### src/rtl/cla_pkg.sv
// Shared FSM state encoding and default sizing for the multi-cycle lookahead adder.
package cla_pkg;

  typedef enum logic [1:0] {
    IDLE = 2'd0,
    RUN  = 2'd1,
    DONE = 2'd2
  } state_t;

  localparam int DEF_WIDTH = 32;
  localparam int DEF_GROUP = 8;

endpackage

### src/rtl/group_lookahead_carry.sv
// Flat generate/propagate lookahead for one group: every carry is a two-level
// AND-OR of p/g/cin, so no carry depends on another carry output.
module group_lookahead_carry #(
  parameter int GROUP = 8
) (
  input  logic [GROUP-1:0] p,
  input  logic [GROUP-1:0] g,
  input  logic             cin,
  output logic [GROUP:1]   c
);

  always_comb begin
    logic term;
    logic pchain;
    c      = '0;
    term   = 1'b0;
    pchain = 1'b1;
    for (int i = 0; i < GROUP; i++) begin
      term   = 1'b0;
      pchain = 1'b1;
      // c[i+1] = g[i] | p[i]g[i-1] | ... | p[i..0]cin
      for (int j = i; j >= 0; j--) begin
        term   = term | (pchain & g[j]);
        pchain = pchain & p[j];
      end
      c[i+1] = term | (pchain & cin);
    end
  end

endmodule

### src/rtl/param_cla_adder.sv
// Multi-cycle adder/subtractor: one GROUP-bit lookahead slice per cycle, WIDTH/GROUP
// cycles per operation; results appear on sum/cout/ovf only when done pulses.
module param_cla_adder
  import cla_pkg::*;
#(
  parameter int WIDTH = DEF_WIDTH,
  parameter int GROUP = DEF_GROUP
) (
  input  logic             clk,
  input  logic             rst,
  input  logic             start,
  input  logic             sub,
  input  logic             cin,
  input  logic [WIDTH-1:0] a,
  input  logic [WIDTH-1:0] b,
  output logic             busy,
  output logic             done,
  output logic [WIDTH-1:0] sum,
  output logic             cout,
  output logic             ovf
);

  localparam int N     = WIDTH / GROUP;
  localparam int IDX_W = (N > 1) ? $clog2(N) : 1;

  if (GROUP < 1 || WIDTH < GROUP || (WIDTH % GROUP) != 0) begin : g_bad_params
    $error("param_cla_adder: WIDTH must be a positive multiple of GROUP");
  end

  state_t             state_q, state_d;
  logic [WIDTH-1:0]   opa, opb, acc, acc_next;
  logic               carry_q;
  logic [IDX_W-1:0]   idx;
  logic               last, accept;
  logic [GROUP-1:0]   gp, gg, gsum;
  logic [GROUP:1]     gc;
  logic [GROUP:0]     cvec;

  assign busy   = (state_q == RUN);
  assign done   = (state_q == DONE);
  assign accept = start && !busy;
  assign last   = (idx == IDX_W'(N - 1));

  // Operands shift right each cycle so the active group always sits in the low bits.
  assign gp       = opa[GROUP-1:0] ^ opb[GROUP-1:0];
  assign gg       = opa[GROUP-1:0] & opb[GROUP-1:0];
  assign cvec     = {gc, carry_q};
  assign gsum     = gp ^ cvec[GROUP-1:0];
  assign acc_next = WIDTH'({gsum, acc} >> GROUP);

  group_lookahead_carry #(.GROUP(GROUP)) u_glc (
    .p   (gp),
    .g   (gg),
    .cin (carry_q),
    .c   (gc)
  );

  always_ff @(posedge clk) begin
    if (rst) state_q <= IDLE;
    else     state_q <= state_d;
  end

  always_comb begin
    state_d = state_q;
    case (state_q)
      IDLE:    if (start) state_d = RUN;
      RUN:     if (last)  state_d = DONE;
      DONE:    state_d = start ? RUN : IDLE;
      default: state_d = IDLE;
    endcase
  end

  always_ff @(posedge clk) begin
    if (rst) begin
      opa     <= '0;
      opb     <= '0;
      acc     <= '0;
      carry_q <= 1'b0;
      idx     <= '0;
      sum     <= '0;
      cout    <= 1'b0;
      ovf     <= 1'b0;
    end else if (accept) begin
      opa     <= a;
      opb     <= sub ? ~b : b;
      carry_q <= sub ? 1'b1 : cin;
      idx     <= '0;
    end else if (busy) begin
      opa     <= opa >> GROUP;
      opb     <= opb >> GROUP;
      acc     <= acc_next;
      carry_q <= cvec[GROUP];
      idx     <= idx + IDX_W'(1);
      // Publish only the completed word; partial sums stay in acc.
      if (last) begin
        sum  <= acc_next;
        cout <= cvec[GROUP];
        ovf  <= cvec[GROUP] ^ cvec[GROUP-1];
      end
    end
  end

endmodule

### config.mk
export PLATFORM = sky130hd
export DESIGN_NAME = param_cla_adder
export DESIGN_NICKNAME = d
export VERILOG_FILES = /design/src/rtl/cla_pkg.sv /design/src/rtl/group_lookahead_carry.sv /design/src/rtl/param_cla_adder.sv
export SDC_FILE = /design/constraint.sdc
export NUM_CORES = 1
export LEC_CHECK = 0
export CORE_AREA = 5 5 147 107
export DETAILED_ROUTE_END_ITERATION = 6
export DIE_AREA = 0 0 152 112
export GPL_ROUTABILITY_DRIVEN = 1
export PLACE_DENSITY = 0.64
export SYNTH_ARGS = -nofsm -noshare
export SYNTH_HDL_FRONTEND = slang
export SYNTH_SLANG_ARGS = --single-unit
### constraint.sdc
create_clock -name clk -period 4.7 [get_ports clk]
set_input_delay 1.175 -clock clk [delete_from_list [all_inputs] [get_ports clk]]
set_output_delay 1.175 -clock clk [all_outputs]
set_load 0.03 [all_outputs]
==> qor.txt <==
max-cap violations = 0
VDD IR-drop max = 0.000243 V
DR WL/cell = 14.6 µm
Slowest cell on crit path = clkdlybuf4s50_1
Buffers & Inverters on Critical Path = 2
crit share post-route = 0.657
CP Class = register to output pin
most common cell after layout, fill and taps aside = dfxtp_1
DR vias = 4650
static leakage = 2.65 nW
Worst Path Arrival = 1.91 ns
Post-CTS Hold Fix Bufs = 0
Final Skew = 0.00930 ns
initial antenna violation count = 0
HP Start = acc[8]$_SDFFE_PP0P_
Pwr per Cell Area = 398 nW/µm²
largest net degree at the start of global routing = 102
post-CTS sizing = 0
Final Hold Vio Count = 0
routed wire length = 13400 µm
share of async-settable or async-resettable flops after synthesis = 0
Placer Congestion = 0.769
sequential fraction of the synthesis area = 0.462
Final setup viols = 0
number of diodes = 0
Die Area = 17000 µm²
Chip Width = 152 µm
Critical Path Start Type = register
Hold Crit Class = register to register
YS warnings = 0
vias in the first global route = 4617
CTS tree = done
element type at the critical path end = output pin
syn nets = 724
ys flop type = dfxtp_1
CTS Buf Count = 17
Port Buffers = 104
Yosys cell types = 38
detailed placer's ending HPWL = 9190 µm
Worst-path clk slew = 0.06 ns
Final #Nets = 796
most frequent cells in the layout = 127 x dfxtp_1, 102 x nor2_1, 101 x clkdlybuf4s50_1, 94 x nand2_1, 74 x a21oi_1
worst hold stages = 2
Least-Margin Pin Slew = 1.19 ns
Mean Syn Cell Area = 8.53 µm²
Reg2Reg Depth = 6
drt initial violations = 280
row cnt = 37
reg2reg end = sum[31]$_SDFFE_PP0P_
die height = 112 µm
worst skew pair latency = 0.41 ns
Vias/cell = 5.03
share of cells above drive strength 1 = 0.0590
Yosys reg bits = 127
Post-synth EDFFs = 0
CP startpoint = state_q[1]$_SDFFE_PP0P_
Remaining DRCs = 0
RSZ-0062 raised after global routing = false
Area Overhead vs Synth = 30.4%
Max Slew Vio Count = 0
Total GRT Usage = 0.162
outcome = finished clean
Post-DRT Antenna Nets = 0
Bufs on Longest Clock Path = 2
cell family with most CP delay = buffers and inverters
final core utilization = 0.503
crit-path max FO = 21
Initial DRT Pass Iterations = 5
Required @ worst endpoint = 3.52 ns
global-route wire length before repair = 22900 µm
Placeable Area = 14300 µm²
postcts setup bufs = 0
htree depth = 4
Mapped Cells = 645
Initial Util = 0.386
Peak Freq = 324 MHz
# IOs = 105
Worst R2R Start = state_q[1]$_SDFFE_PP0P_
clk sink count = 127
fin crit period = 3.09 ns
flop2flop setup slack = 1.70 ns
relative slew slack = 0.201
Fin Setup TNS = 0 ns
mapped cell area = 5500 µm²
crit path cell chain = nand2b_2 > inv_2 > clkdlybuf4s50_1
slowest stage delay, CP = 0.75 ns
WHS Endpoint = sum[0]$_SDFFE_PP0P_
GR Overflow Total = 0
CTS root buf = clkbuf_16
[cells in the mapped netlist (5+ instances only)]
| master | n | area share |
|---|---|---|
| a211oi_1 | 61 | 0.083 |
| a21oi_1 | 74 | 0.067 |
| buf_1 | 6 | 0.0041 |
| buf_2 | 23 | 0.021 |
| clkbuf_1 | 25 | 0.017 |
| dfxtp_1 | 127 | 0.46 |
| ha_1 | 9 | 0.020 |
| mux2i_1 | 32 | 0.058 |
| nand2_1 | 94 | 0.064 |
| nand3_1 | 5 | 0.0045 |
| nand3b_1 | 9 | 0.012 |
| nor2_1 | 102 | 0.070 |
| xnor2_1 | 33 | 0.053 |
[cell type report]
cell class                      instances  area [µm²]
Clock inverter                          9         133
Clock buffer                           22         474
Multi-Input combinational cell        458        2700
Sequential cell                       127        2540
Fill cell                            1356        7090
Tap cell                              195         244
Timing Repair Buffer                  108        1060
Inverter                                5        18.8
[state kept, by name, indices dropped and copies added (netlist names)]
register,cells
carry_q,1
cout,1
ovf,1
opa,32
sum,32
opb,32
state_q,2
acc,24
idx,2
[report_power, final]
group	switching [W]	leakage, nW	internal (W)
Combinational	0.000178	1.32	0.000157
Clock	0.000465	0.293	0.000874
Sequential	0.0000405	1.04	0.00114
Total	0.000684	2.65	0.00217
[cell families after synthesis]
kind of cell    count (synthesis)  synth area share
buf+inv                        60            0.0475
fa+ha+maj                      10            0.0241
compound gates                154             0.180
xor+xnor                       35            0.0557
flops                         127             0.462
mux                            32            0.0582
simple gates                  227             0.173
[per-layer routing]
| metal | vias to the layer above | routed length (µm) | part of all wire | global-route usage |
|---|---|---|---|---|
| met4 | 0 | 177 | 0.013 | 0.0473 |
| met1 | 2198 | 6740 | 0.50 | 0.221 |
| met2 | 86 | 5910 | 0.44 | 0.249 |
| met5 | - | 0 | 0 | 0 |
| met3 | 12 | 623 | 0.046 | 0.0493 |
| li1 | 2354 | - | - | - |
[worst max path at each step]
| stage | endpoint | slack, ns | cells after the start |
|---|---|---|---|
| floorplan | busy | 2.47 | 5 |
| global placement | sum[31]$_SDFFE_PP0P_ | 1.80 | 6 |
| detailed placement | sum[31]$_SDFFE_PP0P_ | 1.68 | 6 |
| CTS | busy | 1.59 | 3 |
| global route | sum[31]$_SDFFE_PP0P_ | 1.37 | 6 |
| finish | busy | 1.61 | 3 |
[metrics by stage]
stage | instances | area [µm²] | setup WS (ns) | hold slack, ns | power [W]
after floorplan | 645 | 5500 | 2.47 | 0.432 | 0.00142
after global placement | 893 | 6570 | 1.80 | 0.448 | 0.00153
after detailed placement | 893 | 6570 | 1.68 | 0.448 | 0.00153
after CTS | 924 | 7170 | 1.59 | 0.452 | 0.00288
after global routing | 924 | 7170 | 1.37 | 0.473 | 0.00297
final | 924 | 7170 | 1.61 | 0.448 | 0.00285
[worst min-delay path, stage by stage (launching register included)]
cell	delay (ns)
dfxtp_1	0.30
nand2_1	0.05
a21oi_1	0.05
No activity file was read; power rests on OpenSTA's default activity.
